--- config.mk ---
export PLATFORM = sky130hd
export DESIGN_NAME = mem_port_arbiter_flat
export DESIGN_NICKNAME = d
export VERILOG_FILES = /design/src/rtl/mem_port_arbiter_pkg.sv /design/src/rtl/mem_port_arbiter_if.sv /design/src/rtl/mem_port_arbiter_starve_ctr.sv /design/src/rtl/mem_port_arbiter.sv /design/src/flat_wrapper.sv
export SDC_FILE = /design/constraint.sdc
export NUM_CORES = 1
export LEC_CHECK = 0
export ABC_CLOCK_PERIOD_IN_PS = 1300
export BUFFER_PORTS_ARGS = -buffer_cell sky130_fd_sc_hd__buf_2
export CAP_MARGIN = 20
export CORE_MARGIN = 2
export CORE_UTILIZATION = 39
export DETAILED_ROUTE_END_ITERATION = 8
export PLACE_DENSITY = 0.82
export SYNTH_ARGS = -nofsm -noshare
export SYNTH_HDL_FRONTEND = slang
export SYNTH_SLANG_ARGS = --single-unit
--- constraint.sdc ---
create_clock -name CLK -period 1.3 [get_ports CLK]
set_clock_uncertainty 0.2 [all_clocks]
set_input_delay 0.195 -clock CLK [delete_from_list [all_inputs] [get_ports CLK]]
set_output_delay 0.195 -clock CLK [all_outputs]
set_load 0.05 [all_outputs]
--- src/rtl/mem_port_arbiter_pkg.sv ---
`default_nettype none
// ============================================================================
// Module   : mem_port_arb_pkg
// Purpose  : Shared types and constants for the single-port memory arbiter:
//            read-owner FSM encoding, access-owner codes and the width of
//            the fetch starvation counter.
// Revision : 1.0 - initial release
// ============================================================================
package mem_port_arb_pkg;

  // Width of the fetch starvation counter (saturates at all-ones).
  localparam int CTR_W = 4;

  // Whose read response is due from the memory in the current cycle.
  typedef enum logic [1:0] {
    S_IDLE = 2'd0,
    S_IRD  = 2'd1,
    S_DRD  = 2'd2
  } arb_state_t;

  // Which requester owns the memory port in the current cycle.
  typedef enum logic [1:0] {
    OWN_NONE = 2'd0,
    OWN_I    = 2'd1,
    OWN_D    = 2'd2
  } owner_t;

  // A write completes in its grant cycle, so only reads leave a response
  // outstanding for the following cycle.
  function automatic arb_state_t next_state(owner_t own, logic we);
    case (own)
      OWN_I:   return S_IRD;
      OWN_D:   return we ? S_IDLE : S_DRD;
      default: return S_IDLE;
    endcase
  endfunction

endpackage
`default_nettype wire

--- src/rtl/mem_port_arbiter_if.sv ---
`default_nettype none
// ============================================================================
// Module   : mem_port_arbiter_if
// Purpose  : Bundles the fetch port (I_*), data port (D_*) and memory port
//            (M_*) of the shared-memory arbiter.
// Modports : slave  - the arbiter (accepts requests, drives the memory)
//            master - the environment (requesters plus memory array)
// Revision : 1.0 - initial release
// ============================================================================
interface mem_port_arbiter_if #(
  parameter int DBITS = 16,
  parameter int ABITS = 12
);

  logic             I_REQ;
  logic [ABITS-1:0] I_ADDR;
  logic             I_GNT;
  logic             I_STALL;
  logic             I_RVALID;
  logic [DBITS-1:0] I_RDATA;

  logic             D_REQ;
  logic             D_WE;
  logic [ABITS-1:0] D_ADDR;
  logic [DBITS-1:0] D_WDATA;
  logic             D_GNT;
  logic             D_RVALID;
  logic [DBITS-1:0] D_RDATA;

  logic [ABITS-1:0] M_ADDR;
  logic             M_WE;
  logic [DBITS-1:0] M_DIN;
  logic [DBITS-1:0] M_DOUT;

  modport slave (
    input  I_REQ, I_ADDR, D_REQ, D_WE, D_ADDR, D_WDATA, M_DOUT,
    output I_GNT, I_STALL, I_RVALID, I_RDATA,
           D_GNT, D_RVALID, D_RDATA,
           M_ADDR, M_WE, M_DIN
  );

  modport master (
    output I_REQ, I_ADDR, D_REQ, D_WE, D_ADDR, D_WDATA, M_DOUT,
    input  I_GNT, I_STALL, I_RVALID, I_RDATA,
           D_GNT, D_RVALID, D_RDATA,
           M_ADDR, M_WE, M_DIN
  );

endinterface
`default_nettype wire

--- src/rtl/mem_port_arbiter_starve_ctr.sv ---
`default_nettype none
// ============================================================================
// Module   : mem_port_arb_starve_ctr
// Purpose  : Saturating count of consecutive cycles the fetch port has been
//            requesting without a grant.
// Ports    : CLK    - clock
//            RESETN - asynchronous active-low reset
//            inc    - fetch requested and was denied this cycle
//            clr    - fetch granted or not requesting this cycle
//            lim    - threshold at which fetch takes priority
//            at_lim - count equals lim
// Revision : 1.0 - initial release
// ============================================================================
module mem_port_arb_starve_ctr
  import mem_port_arb_pkg::*;
(
  input  logic             CLK,
  input  logic             RESETN,
  input  logic             inc,
  input  logic             clr,
  input  logic [CTR_W-1:0] lim,
  output logic             at_lim
);

  logic [CTR_W-1:0] cnt_q;
  logic [CTR_W-1:0] cnt_d;

  always_comb begin
    cnt_d = cnt_q;
    if (clr) begin
      cnt_d = '0;
    end else if (inc && (cnt_q != {CTR_W{1'b1}})) begin
      cnt_d = cnt_q + CTR_W'(1);
    end
  end

  always_ff @(posedge CLK or negedge RESETN) begin
    if (!RESETN) begin
      cnt_q <= '0;
    end else begin
      cnt_q <= cnt_d;
    end
  end

  assign at_lim = (cnt_q == lim);

endmodule
`default_nettype wire

--- src/rtl/mem_port_arbiter.sv ---
`default_nettype none
// ============================================================================
// Module   : mem_port_arbiter
// Purpose  : Shares one single-port synchronous memory between instruction
//            fetch (I) and data load/store (D). Same-cycle grants, D has
//            priority over I, one-cycle read data routed back to the owner
//            of the previous cycle's read. Each RDATA output holds the last
//            word it delivered.
// Ports    : CLK, RESETN (async, active-low)
//            bus (mem_port_arbiter_if.slave): I_* fetch port, D_* data
//            port, M_* memory port
// Options  : MEM_PORT_ARB_FAIRNESS_EN - when defined, a starvation counter
//            gives I priority for one cycle after STARVE_LIM denials.
// Revision : 1.0 - initial release
// ============================================================================
module mem_port_arbiter
  import mem_port_arb_pkg::*;
#(
  parameter int DBITS      = 16,
  parameter int ABITS      = 12,
  parameter int STARVE_LIM = 4
) (
  input  logic                CLK,
  input  logic                RESETN,
  mem_port_arbiter_if.slave   bus
);

  if ((STARVE_LIM < 1) || (STARVE_LIM > 15)) begin : g_lim_range
    $error("mem_port_arbiter: STARVE_LIM must be in 1..15");
  end

  logic             i_prio;
  logic             i_win;
  logic             d_win;
  owner_t           owner;
  arb_state_t       state_q;
  arb_state_t       state_d;
  logic [ABITS-1:0] maddr_q;
  logic [ABITS-1:0] maddr_d;
  logic [DBITS-1:0] irdata_q;
  logic [DBITS-1:0] irdata_d;
  logic [DBITS-1:0] drdata_q;
  logic [DBITS-1:0] drdata_d;

`ifdef MEM_PORT_ARB_FAIRNESS_EN
  localparam logic [CTR_W-1:0] c_lim = CTR_W'(STARVE_LIM);

  logic at_lim;

  mem_port_arb_starve_ctr u_starve_ctr (
    .CLK    (CLK),
    .RESETN (RESETN),
    .inc    (bus.I_REQ & ~i_win),
    .clr    (~bus.I_REQ | i_win),
    .lim    (c_lim),
    .at_lim (at_lim)
  );

  // A starved fetch wins this one cycle; D simply sees no grant.
  assign i_prio = at_lim & bus.I_REQ;
`else
  assign i_prio = 1'b0;
`endif

  always_comb begin
    // Grants are forced low while reset is asserted, which also keeps M_WE low.
    d_win = RESETN & bus.D_REQ & ~i_prio;
    i_win = RESETN & bus.I_REQ & ~d_win;

    owner = OWN_NONE;
    if (d_win) begin
      owner = OWN_D;
    end else if (i_win) begin
      owner = OWN_I;
    end

    // With no owner the address is parked at its last value.
    maddr_d = maddr_q;
    case (owner)
      OWN_I:   maddr_d = bus.I_ADDR;
      OWN_D:   maddr_d = bus.D_ADDR;
      default: maddr_d = maddr_q;
    endcase

    state_d = next_state(owner, bus.D_WE);

    // RDATA is the live memory output in the response cycle and the held
    // copy at all other times.
    irdata_d = (state_q == S_IRD) ? bus.M_DOUT : irdata_q;
    drdata_d = (state_q == S_DRD) ? bus.M_DOUT : drdata_q;
  end

  always_ff @(posedge CLK or negedge RESETN) begin
    if (!RESETN) begin
      state_q  <= S_IDLE;
      maddr_q  <= '0;
      irdata_q <= '0;
      drdata_q <= '0;
    end else begin
      state_q  <= state_d;
      maddr_q  <= maddr_d;
      irdata_q <= irdata_d;
      drdata_q <= drdata_d;
    end
  end

  assign bus.I_GNT    = i_win;
  assign bus.I_STALL  = bus.I_REQ & ~i_win;
  assign bus.D_GNT    = d_win;
  assign bus.M_WE     = d_win & bus.D_WE;
  assign bus.M_ADDR   = maddr_d;
  assign bus.M_DIN    = bus.D_WDATA;
  assign bus.I_RVALID = (state_q == S_IRD);
  assign bus.D_RVALID = (state_q == S_DRD);
  assign bus.I_RDATA  = irdata_d;
  assign bus.D_RDATA  = drdata_d;

endmodule
`default_nettype wire

--- src/flat_wrapper.sv ---
// flat-port wrapper written by rule: the top's interface ports become plain ports
module mem_port_arbiter_flat import mem_port_arb_pkg::*;
#(
  parameter int DBITS      = 16,
  parameter int ABITS      = 12,
  parameter int STARVE_LIM = 4
)
  (CLK, RESETN, bus_I_REQ, bus_I_ADDR, bus_D_REQ, bus_D_WE, bus_D_ADDR, bus_D_WDATA, bus_M_DOUT, bus_I_GNT, bus_I_STALL, bus_I_RVALID, bus_I_RDATA, bus_D_GNT, bus_D_RVALID, bus_D_RDATA, bus_M_ADDR, bus_M_WE, bus_M_DIN);
  mem_port_arbiter_if #(.DBITS(DBITS), .ABITS(ABITS)) bus_i ();
  input  logic CLK;
  input  logic RESETN;
  input wire logic [$bits(bus_i.I_REQ)-1:0] bus_I_REQ;
  input wire logic [$bits(bus_i.I_ADDR)-1:0] bus_I_ADDR;
  input wire logic [$bits(bus_i.D_REQ)-1:0] bus_D_REQ;
  input wire logic [$bits(bus_i.D_WE)-1:0] bus_D_WE;
  input wire logic [$bits(bus_i.D_ADDR)-1:0] bus_D_ADDR;
  input wire logic [$bits(bus_i.D_WDATA)-1:0] bus_D_WDATA;
  input wire logic [$bits(bus_i.M_DOUT)-1:0] bus_M_DOUT;
  output wire logic [$bits(bus_i.I_GNT)-1:0] bus_I_GNT;
  output wire logic [$bits(bus_i.I_STALL)-1:0] bus_I_STALL;
  output wire logic [$bits(bus_i.I_RVALID)-1:0] bus_I_RVALID;
  output wire logic [$bits(bus_i.I_RDATA)-1:0] bus_I_RDATA;
  output wire logic [$bits(bus_i.D_GNT)-1:0] bus_D_GNT;
  output wire logic [$bits(bus_i.D_RVALID)-1:0] bus_D_RVALID;
  output wire logic [$bits(bus_i.D_RDATA)-1:0] bus_D_RDATA;
  output wire logic [$bits(bus_i.M_ADDR)-1:0] bus_M_ADDR;
  output wire logic [$bits(bus_i.M_WE)-1:0] bus_M_WE;
  output wire logic [$bits(bus_i.M_DIN)-1:0] bus_M_DIN;
  assign bus_i.I_REQ = bus_I_REQ;
  assign bus_i.I_ADDR = bus_I_ADDR;
  assign bus_i.D_REQ = bus_D_REQ;
  assign bus_i.D_WE = bus_D_WE;
  assign bus_i.D_ADDR = bus_D_ADDR;
  assign bus_i.D_WDATA = bus_D_WDATA;
  assign bus_i.M_DOUT = bus_M_DOUT;
  assign bus_I_GNT = bus_i.I_GNT;
  assign bus_I_STALL = bus_i.I_STALL;
  assign bus_I_RVALID = bus_i.I_RVALID;
  assign bus_I_RDATA = bus_i.I_RDATA;
  assign bus_D_GNT = bus_i.D_GNT;
  assign bus_D_RVALID = bus_i.D_RVALID;
  assign bus_D_RDATA = bus_i.D_RDATA;
  assign bus_M_ADDR = bus_i.M_ADDR;
  assign bus_M_WE = bus_i.M_WE;
  assign bus_M_DIN = bus_i.M_DIN;
  mem_port_arbiter #(.DBITS(DBITS), .ABITS(ABITS), .STARVE_LIM(STARVE_LIM)) u_core (.CLK(CLK), .RESETN(RESETN), .bus(bus_i));
endmodule
Yosys cells after proc, flatten, opt, wreduce, memory -nomap -nowiden
Cells that the tools add are included.
{"block": "op_classes", "mux": 7, "eq_ne": 4, "n_bitwise": 7}
{"operator": "$mux 16", "n": 2}
{"operator": "$pmux 12 s2", "n": 1}
{"operator": "$and 1x1->1", "n": 5}
{"operator": "$eq 2x1->1 const B", "n": 2}
{"operator": "$eq 2x2->1 const B", "n": 2}
{"operator": "$mux 2", "n": 2}
{"operator": "$pmux 2 s2", "n": 1}
{"operator": "$not 1->1", "n": 2}
{"operator": "$mux 1", "n": 1}
{"block": "word_totals", "inputBits": 61, "wordCells": 22, "register_bits": 46}

Logic depth before layout (Yosys ltp)
Gate-level depths: netlist (run 1).
{"block": "depth", "ltp_word": 7, "mapped_depth": 5}

Least setup slack after synthesis (run 1)
No wires, ideal clock.
{"block": "synth_timing", "kind": "input port to output port", "startpoint": "in bus_D_REQ", "endpoint": "out bus_I_STALL", "t_arrival_ns": 1.656, "slack_ns": -0.751, "t_required_ns": 0.905, "stages": 4, "path_cell_list": "buf_2 buf_4 inv_1 a21boi_0"}
{"block": "synth_via", "elab_chain_cells": 5}
{"element": "from (decl)", "line": "flat_wrapper.sv:14", "rtl": "input wire logic [$bits(bus_i.D_REQ)-1:0] bus_D_REQ;"}
{"element": "$and 1x1->1", "line": "mem_port_arbiter.sv:67", "rtl": "d_win = RESETN & bus.D_REQ & ~i_prio;"}
{"element": "$not 1->1", "line": "mem_port_arbiter.sv:68", "rtl": "i_win = RESETN & bus.I_REQ & ~d_win;"}
{"element": "$and 1x1->1", "line": "mem_port_arbiter.sv:68"}
{"element": "$not 1->1", "line": "mem_port_arbiter.sv:108", "rtl": "assign bus.I_STALL = bus.I_REQ & ~i_win;"}
{"element": "$and 1x1->1", "line": "mem_port_arbiter.sv:108"}
{"element": "to (decl)", "line": "flat_wrapper.sv:20", "rtl": "output wire logic [$bits(bus_i.I_STALL)-1:0] bus_I_STALL;"}
No other way between the ends.

Worst setup path in the final report (run 1)
{"block": "layout_timing", "startpoint": "reg u_core.state_q[1]", "endpoint": "out bus_I_RDATA[3]"}
{"block": "layout_via", "elab_chain_cells": 2}
{"element": "from (decl)", "line": "mem_port_arbiter.sv:36", "rtl": "arb_state_t state_q;"}
{"element": "from (signal assigned)", "line": "mem_port_arbiter.sv:100", "rtl": "state_q <= state_d;"}
{"element": "$eq 2x1->1", "line": "mem_port_arbiter.sv:89", "rtl": "irdata_d = (state_q == S_IRD) ? bus.M_DOUT : irdata_q;"}
{"element": "$mux 16", "line": "mem_port_arbiter.sv:89"}
{"element": "to (decl)", "line": "flat_wrapper.sv:22", "rtl": "output wire logic [$bits(bus_i.I_RDATA)-1:0] bus_I_RDATA;"}
No other way between the ends.

==> results of run 1 <==
-- final cells by class --
class | instances | area share [%]
multi-input combinational | 76 | 27.0
clock inverter | 2 | 1.04
clock buffer | 6 | 2.01
timing repair buffer | 132 | 35.3
tap | 72 | 2.49
inverter | 2 | 0.312
sequential | 46 | 31.8
-- sequential cells by signal, summed over array words and instances (netlist names) --
name             cells
u_core.drdata_q     16
u_core.irdata_q     16
u_core.maddr_q      12
u_core.state_q       2
-- cell usage in the layout (no fill, tap or decap), types with 2 or more instances in the layout --
master and n:
buf_12 4, buf_2 42, buf_4 19, buf_6 43, buf_8 17, clkbuf_8 5
clkinvlp_4 2, dfrtp_1 46, dlygate4sd3_1 5, mux2_2 5, mux2_4 27, nand3b_1 12
nand4bb_1 12, o211a_4 12
-- power by group --
group	switching, W	internal [W]	leakage (nW)
clock network	0.000488	0.000574	0.0514
registers	0.0000916	0.00169	0.535
logic	0.00147	0.00119	1.10
total	0.00205	0.00345	1.69
-- layer usage --
layer,up-vias,global-route usage (%)
met5,-,0
met4,0,3.62
met3,8,6.36
met2,74,31.7
met1,801,20.5
li1,752,-
-- worst min-delay path by stage --
stage / from / cells past startpoint / end / slack, ns
6_report: bus_M_DOUT[11] / 2 / u_core.drdata_q[11] / -0.04
5_1_grt: bus_M_DOUT[11] / 2 / u_core.drdata_q[11] / -0.06
3_3_place_gp: RESETN / 2 / u_core.maddr_q[2] / 0.008
3_5_place_dp: RESETN / 2 / u_core.maddr_q[2] / 0.01
4_1_cts: bus_M_DOUT[11] / 2 / u_core.irdata_q[11] / -0.05
2_1_floorplan: RESETN / 0 / u_core.drdata_q[0] / -0.30
-- cell usage after synthesis --
cell,number
dfrtp_1,46
buf_2,4
inv_1,2
nand4bb_1,12
nand3b_1,12
mux2_4,18
a21boi_0,1
nand2b_1,1
buf_12,2
and3_1,2
buf_6,2
and2_1,1
o21a_1,1
o211a_1,12
buf_4,18
mux2_2,14
nor2b_2,1
nor2b_1,1
clkbuf_1,2
-- critical path, stage by stage (launching register included) --
cell,delay (ns)
dfrtp_1,0.40
nor2b_2,0.16
buf_12,0.19
mux2_2,0.38
buf_6,0.16
-- cell families after synthesis --
kind of cell | count (synthesis) | synth area share, %
AOI/OAI and AO/OA | 14 | 6.11
buffers and inverters | 30 | 10.5
DFF | 46 | 52.0
muxes | 32 | 19.3
and+or+nand+nor | 30 | 12.0
-- metrics by stage --
stage               TNS (ns)  cells  total power (W)
floorplan             -12.94    152          0.00349
finish                -28.49    336          0.00550
global route          -31.31    336          0.00572
CTS                   -27.24    332          0.00547
detailed placement    -17.78    312          0.00385
global placement      -16.10    312          0.00380
-- timing repair --
action	in CTS	in global routing
gates resized for setup	129	10
pin swaps	12	0
setup buffers	6	3
endpoints found under the hold margin	70	21
endpoints found under the setup margin	82	81
gates cloned	1	1
==> summary.md, run 1 <==
| Metric | Value |
|---|---|
| Die Y-Extent | 79.3 um |
| Mapped Cells | 152 |
| PortBufs | 94 |
| Highest routed layer | met4 |
| Synth cell types | 19 |
| Footprint of the multi-input gates | slightly below 1000 um2 |
| FF/Latch Area | approximately 1200 um2 |
| CP Capture Point | bus_I_RDATA[3] |
| Failing checks | hold timing, setup timing |
| Number of CTS-inserted buffers | 5 |
| Tmin final | 1.98 ns |
| Slew @ Worst Pin | 0.348 ns |
| Clock Tree Buf Depth | 2 |
| Initial core utilization | between 40% and 50% |
| Critical path required time | 0.90 ns |
| Critical R2R Capture | u_core.drdata_q[4] |
| Fin area | 3610 um2 |
| Clock root cell | clkbuf_8 |
| Area leader, netlist | dfrtp_1 |
| Worst-path clk slew | 0.08 ns |
| Final Cycle Share | 152% |
| Vias | between 1500 and 2000 |
| Initial detailed-routing violation count | 31 |
| DR pass1 iterations | 4 |
| Final WL | about 5500 um |
| Status | complete, but fails checks |
| P_leak | about 1.7 nW |
| N_diodes | 0 |
| Setup WS pre-CTS | -0.392 ns |
| Num rows | 27 |
| Reg2reg path depth | 5 |
| Initial antenna violation count | 0 |
| RSZ-0062 raised after global routing | true |
| Fmax | 506 MHz |
| Vias in the first global route | 1790 |
| Metal3 WL | approximately 410 um |
| Depth of the CTS H-tree | 2 |
| WHS | -0.0402 ns |
| Synth-to-Final Area Change | 63.4% |
| Final GP Congestion | 0.708 |
| # hold bufs at CTS | 5 |
| Clk Latency, worst-skew pair | 0.29 ns |
| Met1 wire length | 2220 um |
| Yosys reg bits | 46 |
| Total I/O pin count | around 130 |
| Final ANT Viol Nets | 0 |
| Syn_area_per_cell | 14.6 um2 |
| Fin util | 65.6% |
| Number of warnings issued by yosys | 0 |
| Startpoint Class | flip-flop |
| Worst Path Arrival | 1.58 ns |
| Avg WL per Cell | 16.5 um |
| Final hold vios | 20 |
| PD cells | 1520 nW/um2 |
| Layout fillers | between 400 and 500 |
| Final nets | 324 |
| Rel. slew slack | 76.8% |
| Register area share after synthesis | 52.0% |
| # DRC | 0 |
| HPWL after DPL | between 3000 and 4000 um |
| Critical path origin | u_core.state_q[1] |
| Worst Hold Class | input port to flip-flop |
| Area contributors post-synth | dfrtp_1 52%, mux2_4 12%, mux2_2 7.1% |
| Critical Path Sink Type | output port |
| Final worst slack | -0.676 ns |
| GRT Overall Usage | 17.8% |
| Mapped Nets | roughly 210 |
| Reg2Reg Launch Point | u_core.state_q[1] |
| Die area | 6290 um2 |
| Met2 wire len | 2880 um |
| Crit Path Max Fanout | 17 |
| Max-cap viol count | 0 |
| Synthesized area | 2210 um2 |
| DIE WIDTH | 79.3 um |
| Share of the synthesized area in the top cell type | 52.0% |
| Placed Area | between 2000 and 3000 um2 |
| # setup viols final | just under 80 |
| Via density per instance | 4.87 |
| R2R Setup Slk | -0.26 ns |
| Global-route wire length before repair | 8670 um |
| Largest net degree at the start of global routing | 29 |
| Clock Sink Count | 46 |
| Fraction of layout cells with a size suffix above 1 | 70.1% |
| Max-slew violations | 0 |
| Gr ovfl total | 0 |
| CTS tree | yes |
| Critical path type | flip-flop to output port |
| Worst vdd ir | 812 uV |
| Core region area | 5510 um2 |
Note: power is estimated with default switching activity, not from simulation.
==> inputs of run 2 (changes only) <==
- CORE_UTILIZATION: 39 -> 35
- PLACE_DENSITY: 0.82 -> 0.77
- SYNTH_HIERARCHICAL: unset -> 1
==> run 2 against run 1 <==
The flow still finishes with violations (hold timing, setup timing); maximum frequency increased by 1.1%; worst setup slack improved by 0.022 ns; non-clock buffer count increased by 17.
==> summary.md, run 2 <==
| Metric | Value |
|---|---|
| Status | complete, but fails checks (unchanged) |
| Failing checks | hold timing, setup timing (unchanged) |
| Critical path's top delay family | flip-flops (unchanged) |
| CTS tree | yes (unchanged) |
| # DRC | 0 (unchanged) |
| Critical Path Sink Type | output port (unchanged) |
| Core region area | 5610 um2 (was 5510 um2) |
| Final WL | 6740 um (was 5550 um) |
| Number of CTS-inserted buffers | 5 (unchanged) |
| Avg WL per Cell | 19.0 um (was 16.5 um) |
| Critical path type | flip-flop to output port (unchanged) |
| GRT Overall Usage | 19.2% (was 17.8%) |
| Register area share after synthesis | 55.9% (was 52.0%) |
| Layout fillers | 364 (was 404) |
| Reg2Reg Launch Point | u_core/state_q[0] (was u_core.state_q[1]) |
| Synthesized area | 2060 um2 (was 2210 um2) |
| Hold Startpoint | bus_M_DOUT[2] (was bus_M_DOUT[11]) |
| HPWL after DPL | 4250 um (was 3460 um) |
| Share of the synthesized area in the top cell type | 55.9% (was 52.0%) |
| N_diodes | 0 (unchanged) |
| Max-slew violations | 0 (unchanged) |
| Area contributors post-synth | dfrtp_1 56%, mux2_4 13%, mux2_2 7.7% (was dfrtp_1 52%, mux2_4 12%, mux2_2 7.1%) |
| Initial detailed-routing violation count | 33 (was 31) |
| Area leader, netlist | dfrtp_1 (unchanged) |
| Post-synth top cells | 46 x dfrtp_1, 24 x o22ai_1, 18 x buf_4, 18 x mux2_4, 14 x mux2_2 (was 46 x dfrtp_1, 18 x buf_4, 18 x mux2_4) |
| Via density per instance | 4.84 (was 4.87) |
| Worst vdd ir | 895 uV (was 812 uV) |
| Most common cell after layout, fill and taps aside | buf_6 (was dfrtp_1) |
| PortBufs | 94 (unchanged) |
| Final Cycle Share | 150% (was 152%) |
| Gr ovfl total | 0 (unchanged) |
| Clock root cell | clkbuf_8 (unchanged) |
| Mapped Nets | 212 (was 213) |
| Comb power frac | 52.9% (was 48.4%) |
| PD cells | 1450 nW/um2 (was 1520 nW/um2) |
| Worst Path Arrival | 1.56 ns (was 1.58 ns) |
| FF/Latch Area | 1150 um2 (unchanged) |
| Crit Path Max Fanout | 7 (was 17) |
| WHS | -0.0303 ns (was -0.0402 ns) |
| Final worst slack | -0.654 ns (was -0.676 ns) |
| Number of warnings issued by yosys | 6 (was 0) |
| Initial antenna violation count | 0 (unchanged) |
| # setup viols final | 78 (unchanged) |
| Critical path required time | 0.90 ns (about the same) |
| Most frequent cell after synthesis | dfrtp_1 (unchanged) |
| Worst path slowest cell | dfrtp_1 (unchanged) |
| Highest-count cells in the layout ignoring fill and taps | 60 x buf_6, 46 x dfrtp_1, 41 x buf_2 (was 46 x dfrtp_1, 43 x buf_6, 42 x buf_2) |
| Synth cell types | 18 (was 19) |
| Critical path origin | u_core/state_q[0] (was u_core.state_q[1]) |
| P_int | 0.00342 W (was 0.00345 W) |
| Clk pwr share | 15.2% (was 19.3%) |
| Footprint of the multi-input gates | 1140 um2 (was 977 um2) |
| Die Y-Extent | 80.7 um (was 79.3 um) |
| Clk Latency, worst-skew pair | 0.29 ns (about the same) |
| Startpoint Class | flip-flop (unchanged) |
| Critical path buffers and inverters | 2 (unchanged) |
| Die area | 6520 um2 (was 6290 um2) |
| P_leak | 1.82 nW (was 1.69 nW) |
| Yosys reg bits | 46 (unchanged) |
| Depth of the CTS H-tree | 2 (unchanged) |
| Synth-to-Final Area Change | 90.0% (was 63.4%) |
| Fraction of layout cells with a size suffix above 1 | 80.1% (was 70.1%) |
| Final GP Congestion | 0.755 (was 0.708) |
| DIE WIDTH | 80.7 um (was 79.3 um) |
| # hold bufs at CTS | 6 (was 5) |
| Post-synth EDFFs | 0 (unchanged) |
| Vias | 1714 (was 1635) |
| TNS Setup | -28.34 ns (was -28.49 ns) |
| Final ANT Viol Nets | 0 (unchanged) |
| Fmax | 512 MHz (was 506 MHz) |
| Mapped Cells | 151 (was 152) |
| Largest net degree at the start of global routing | 16 (was 29) |
| Sw Ratio | 40.0% (was 37.3%) |
| Critical Path Max Stage Delay | 0.41 ns (was 0.40 ns) |
| DR pass1 iterations | 4 (unchanged) |
| Final hold vios | 15 (was 20) |
| Global-route wire length before repair | 9360 um (was 8670 um) |
| Flop pwr share | 31.9% (was 32.3%) |
| Max-cap viol count | 0 (unchanged) |
| Final nets | 342 (was 324) |
| Total I/O pin count | 127 (unchanged) |
| Asr flop ratio synth | 100% (unchanged) |
| Main flop type after synthesis | dfrtp_1 (unchanged) |
| Placed insts | 329 (was 312) |
| Num rows | 27 (unchanged) |
| Clock Sink Count | 46 (unchanged) |
| Slew @ Worst Pin | 0.244 ns (was 0.348 ns) |
| Critical-path cell list | nor2b_4 -> buf_8 -> mux2_4 -> buf_6 (was nor2b_2 -> buf_12 -> mux2_2 -> buf_6) |
| Syn_area_per_cell | 13.6 um2 (was 14.6 um2) |
| Regs by FF count | u_core/drdata_q x16, u_core/irdata_q x16, u_core/maddr_q x12 (was u_core.drdata_q x16, u_core.irdata_q x16, u_core.maddr_q x12) |
| Tmin final | 1.95 ns (was 1.98 ns) |
| Switch Pwr | 0.00228 W (was 0.00205 W) |
| Initial core utilization | 36.7% (was 40.2%) |
| Worst Hold Class | input port to flip-flop (unchanged) |
| Worst-path clk slew | 0.09 ns (was 0.08 ns) |
| RSZ-0062 raised after global routing | true (unchanged) |
| Clock Tree Buf Depth | 2 (unchanged) |
| Rel. slew slack | 83.7% (was 76.8%) |
| Non-Filler Instances | 354 (was 336) |
| Vias in the first global route | 1849 (was 1790) |
## run 2: changes by cell type in the layout (fill, tap and decap cells not counted), sizes merged, moves of 12 or more
cell     change
o22ai       +24
buf         +17
a21oi       +12
nand3b      -12
nand4bb     -12
o211a       -12
## run 2: timing repair
action	4_1_cts	5_1_grt
pin swaps	10	3
gates resized for setup	118	45
setup buffers	3	11
gates cloned	0	1
endpoints found under the hold margin	67	17
endpoints found under the setup margin	82	81
## run 2: path summary, 6_finish.rpt
check                                      endpoint  slack, ns  cells past startpoint
worst max-delay path                 bus_D_RDATA[3]      -0.65                      4
worst min-delay path             u_core/drdata_q[2]      -0.03                      2
worst max register to register  u_core/drdata_q[13]      -0.23                      4
worst min register to register  u_core/drdata_q[11]       0.31                      1
max in group asynchronous        u_core/irdata_q[2]       0.13                      4
min in group asynchronous        u_core/maddr_q[11]       0.20                      3
## run 2: power groups by stage
stage,Combinational [W],Clock (W),Sequential [W]
after floorplan,0.00185,0,0.00181
after global placement,0.00226,0,0.00182
after detailed placement,0.00229,0,0.00184
after CTS,0.00276,0.000887,0.00181
after global routing,0.00311,0.000962,0.00184
final,0.00301,0.000864,0.00182
## run 2: layout make-up
cell class | instances | share of cell area (%)
Clock buffer | 6 | 1.85
Clock inverter | 2 | 0.351
Inverter | 3 | 0.383
Multi-Input combinational cell | 76 | 29.2
Sequential cell | 46 | 29.4
Tap cell | 72 | 2.30
Timing Repair Buffer | 149 | 36.5
## run 2: through the flow
step	hold slack (ns)	utilization, %	setup WS [ns]	power, W	cell area [um2]
final	-0.0303	69.8	-0.654	0.00570	3920
after global placement	0.105	56.0	-0.332	0.00408	3140
after floorplan	-0.301	-	-0.276	0.00366	2490
after CTS	-0.0410	66.1	-0.672	0.00546	3700
after global routing	-0.0432	69.8	-0.714	0.00592	3920
after detailed placement	0.103	56.0	-0.352	0.00413	3140
## run 2: routing by layer
metal,vias to the layer above,global-route usage (%),share of wire (%)
li1,784,-,-
met1,850,20.9,36
met2,72,36.9,56
met3,8,3.56,5.4
met4,0,6.95,1.8
met5,-,0,0
## run 2: logic make-up after synthesis
| kind of cell | Yosys count | synth area share, % |
|---|---|---|
| muxes | 32 | 20.8 |
| buffers and inverters | 29 | 11.0 |
| and+or+nand+nor | 7 | 1.76 |
| DFF | 46 | 55.9 |
| AOI/OAI and AO/OA | 37 | 10.6 |
==> inputs of run 3 (changes only) <==
- ABC_AREA: unset -> 1
- PLACE_DENSITY: 0.77 -> 0.78
==> run 3 against run 2 <==
The run still ends with hold timing, setup timing left; synthesized cell count rose by 44%; maximum frequency is 6.6% higher; first-iteration DRC count grew to 2.8 times the previous value; register-to-register slack improved by 0.16 ns; non-clock buffer count is 10 lower; largest power group unchanged; highest routed layer unchanged.
==> summary.md, run 3 <==
| Metric | Value |
|---|---|
| Status | complete, but fails checks (unchanged) |
| Failing checks | hold timing, setup timing (unchanged) |
| Reg2reg path depth | 6 (was 4) |
| Most used routing layer | met2 (unchanged) |
| Met2 Resource Use GR | 40.2% (was 36.9%) |
| Vias in the first global route | 2138 (was 1849) |
| Most common cell after layout, fill and taps aside | dfrtp_1 (was buf_6) |
| Number of warnings issued by yosys | 6 (unchanged) |
| Adder-cell share of the synthesized area | 0% (unchanged) |
| Clock Sink Count | 46 (unchanged) |
| # setup viols final | 55 (was 78) |
| Startpoint Class | flip-flop (unchanged) |
| Fraction of layout cells with a size suffix above 1 | 66.8% (was 80.1%) |
| PD cells | 1360 nW/um2 (was 1450 nW/um2) |
| PortBufs | 94 (unchanged) |
| CTS tree | yes (unchanged) |
| Initial core utilization | 36.1% (was 36.7%) |
| DIE WIDTH | 79.2 um (was 80.7 um) |
| Critical Path Sink Type | output port (unchanged) |
| Vias | 1988 (was 1714) |
| Worst vdd ir | 737 uV (was 895 uV) |
| Fin area | 4040 um2 (was 3920 um2) |
| Fin util | 73.9% (was 69.8%) |
| Total I/O pin count | 127 (unchanged) |
| P_leak | 1.98 nW (was 1.82 nW) |
| Mapped Nets | 279 (was 212) |
| Max-slew violations | 0 (unchanged) |
| Mux cell area share after synthesis | 0% (was 20.8%) |
| Share of the synthesized area in the top cell type | 58.2% (was 55.9%) |
| XOR/XNOR Fraction of Synth Area | 0% (unchanged) |
| Syn_area_per_cell | 9.07 um2 (was 13.6 um2) |
| Worst Hold Class | input port to flip-flop (unchanged) |
| Placed Area | 3140 um2 (about the same) |
| Register area share after synthesis | 58.2% (was 55.9%) |
| Final Cycle Share | 141% (was 150%) |
| Rel. slew slack | 79.0% (was 83.7%) |
| Die area | 6270 um2 (was 6520 um2) |
| Synth-to-Final Area Change | 104% (was 90.0%) |
| Final nets | 397 (was 342) |
| Die Y-Extent | 79.2 um (was 80.7 um) |
| Clock Tree Buf Depth | 2 (unchanged) |
| Non-Filler Instances | 409 (was 354) |
| Global-route wire length before repair | 10400 um (was 9360 um) |
| Initial antenna violation count | 0 (unchanged) |
| N_diodes | 0 (unchanged) |
| Asr flop ratio synth | 100% (unchanged) |
| Clk Latency, worst-skew pair | 0.29 ns (about the same) |
| Final WL | 6670 um (was 6740 um) |
| Max-cap viol count | 0 (unchanged) |
| M3 GR Usage | 6.02% (was 3.56%) |
| Clock root cell | clkbuf_8 (unchanged) |
| Most frequent cell after synthesis | nand2_1 (was dfrtp_1) |
| Post-synth EDFFs | 0 (unchanged) |
| M1 GR Usage | 24.2% (was 20.9%) |
| # hold bufs at CTS | 4 (was 6) |
| Area fraction in compound gates after synthesis | 8.10% (was 10.6%) |
| Area contributors post-synth | dfrtp_1 58%, nand2_1 8.9%, o21ai_0 8.1% (was dfrtp_1 56%, mux2_4 13%, mux2_2 7.7%) |
| Number of CTS-inserted buffers | 5 (unchanged) |
| DR pass1 iterations | 4 (unchanged) |
| Tmin final | 1.83 ns (was 1.95 ns) |
| Worst Path Arrival | 1.44 ns (was 1.56 ns) |
| Area leader, netlist | dfrtp_1 (unchanged) |
| Post-synth top cells | 47 x nand2_1, 46 x dfrtp_1, 32 x o21ai_0 (was 46 x dfrtp_1, 24 x o22ai_1, 18 x buf_4, 18 x mux2_4, 14 x mux2_2) |
| Num rows | 27 (unchanged) |
| Main flop type after synthesis | dfrtp_1 (unchanged) |
| GRT Overall Usage | 21.8% (was 19.2%) |
| Critical path required time | 0.90 ns (about the same) |
| Initial detailed-routing violation count | 93 (was 33) |
| Gr ovfl total | 0 (unchanged) |
| Core region area | 5470 um2 (was 5610 um2) |
| Depth of the CTS H-tree | 2 (unchanged) |
| Synthesized area | 1980 um2 (was 2060 um2) |
| Worst-path clk slew | 0.09 ns (about the same) |
| Final worst slack | -0.533 ns (was -0.654 ns) |
| RSZ-0062 raised after global routing | true (unchanged) |
| # DRC | 0 (unchanged) |
| Avg WL per Cell | 16.3 um (was 19.0 um) |
| Placed insts | 385 (was 329) |
| Fmax | 546 MHz (was 512 MHz) |
| WHS | -0.0326 ns (was -0.0303 ns) |
| Critical path type | flip-flop to output port (unchanged) |
| Synth cell types | 12 (was 18) |
| Final ANT Viol Nets | 0 (unchanged) |
| Regs by FF count | u_core/drdata_q x16, u_core/irdata_q x16, u_core/maddr_q x12 (unchanged) |
| Largest family of logic cells by synthesized area | simple AND/OR/NAND/NOR gates (was multiplexers) |
| Largest net degree at the start of global routing | 26 (was 16) |
| Simple-gate share of the synthesized area | 19.9% (was 1.76%) |
| Yosys reg bits | 46 (unchanged) |
| Crit Path Max Fanout | 9 (was 7) |
| Setup WS pre-CTS | -0.325 ns (was -0.352 ns) |
| Final GP Congestion | 0.714 (was 0.755) |
| Final hold vios | 5 (was 15) |
| Slew @ Worst Pin | 0.315 ns (was 0.244 ns) |
| Highest-count cells in the layout ignoring fill and taps | 46 x dfrtp_1, 42 x buf_2, 37 x buf_6 (was 60 x buf_6, 46 x dfrtp_1, 41 x buf_2) |
| Hold Path Stages | 3 (was 2) |
| Via density per instance | 4.86 (was 4.84) |
| HPWL after DPL | 4020 um (was 4250 um) |
| Mapped Cells | 218 (was 151) |
[run 3: changes by cell type after synthesis, sizes merged, moves of 12 or more]
cell	previous run	this run
a21oi	12	0
inv	3	24
mux2	32	0
nand2	2	48
nand3	0	24
nand4	0	12
o21ai	0	32
o22ai	24	0
[run 3: path summary, 6_finish.rpt]
path	start	endpoint	slack, ns
worst max-delay path	u_core/state_q[0]	bus_D_RDATA[11]	-0.53
worst min-delay path	bus_D_ADDR[7]	u_core/maddr_q[7]	-0.03
worst max register to register	u_core/state_q[0]	u_core/drdata_q[14]	-0.07
worst min register to register	u_core/irdata_q[13]	u_core/irdata_q[13]	0.30
max in group asynchronous	RESETN	u_core/irdata_q[10]	0.23
min in group asynchronous	RESETN	u_core/maddr_q[11]	0.20
[run 3: cell type report]
class                      instances  area, um2
timing repair buffer             139       1390
inverter                          24       92.6
sequential                        46       1150
fill                             356       1430
tap                               72       90.1
multi-input combinational        120       1210
clock inverter                     3       40.0
clock buffer                       5       68.8
[run 3: where the power goes]
part	switching, W	internal, W	leakage [nW]
clock	0.000472	0.000566	0.0579
sequential	0.000103	0.00166	0.569
combinational	0.00161	0.00109	1.36
[run 3: cell families after synthesis]
group / count (synthesis)
AO/OA/AOI/OAI: 32
buffers and inverters: 52
AND/OR/NAND/NOR: 88
flip-flops: 46
[run 3: critical path: stages (launching register included)]
cell and delay (ns):
dfrtp_1 0.42, inv_2 0.09, nand2_4 0.10, buf_12 0.18, o21ai_4 0.17, buf_6 0.18
[run 3: per-stage QoR]
step | power (W) | TNS, ns | hold slack (ns)
2_1_floorplan | 0.00344 | -9.16 | -0.301
3_5_place_dp | 0.00384 | -12.14 | -0.0119
5_1_grt | 0.00572 | -22.26 | -0.0247
3_3_place_gp | 0.00380 | -10.67 | -0.0225
4_1_cts | 0.00545 | -18.77 | -0.0449
6_report | 0.00550 | -18.52 | -0.0326
[run 3: per-layer routing]
| metal | up-vias | routed length (um) |
|---|---|---|
| met5 | - | 0 |
| met4 | 0 | 103 |
| met3 | 9 | 472 |
| met2 | 96 | 3670 |
| met1 | 958 | 2420 |
| li1 | 925 | - |
[run 3: what timing repair did]
action,in CTS,in global routing
endpoints found under the hold margin,55,6
cloned,3,0
setup endpoints to repair,59,70
pin swaps,20,4
gates resized for setup,164,12
setup buffers,5,4
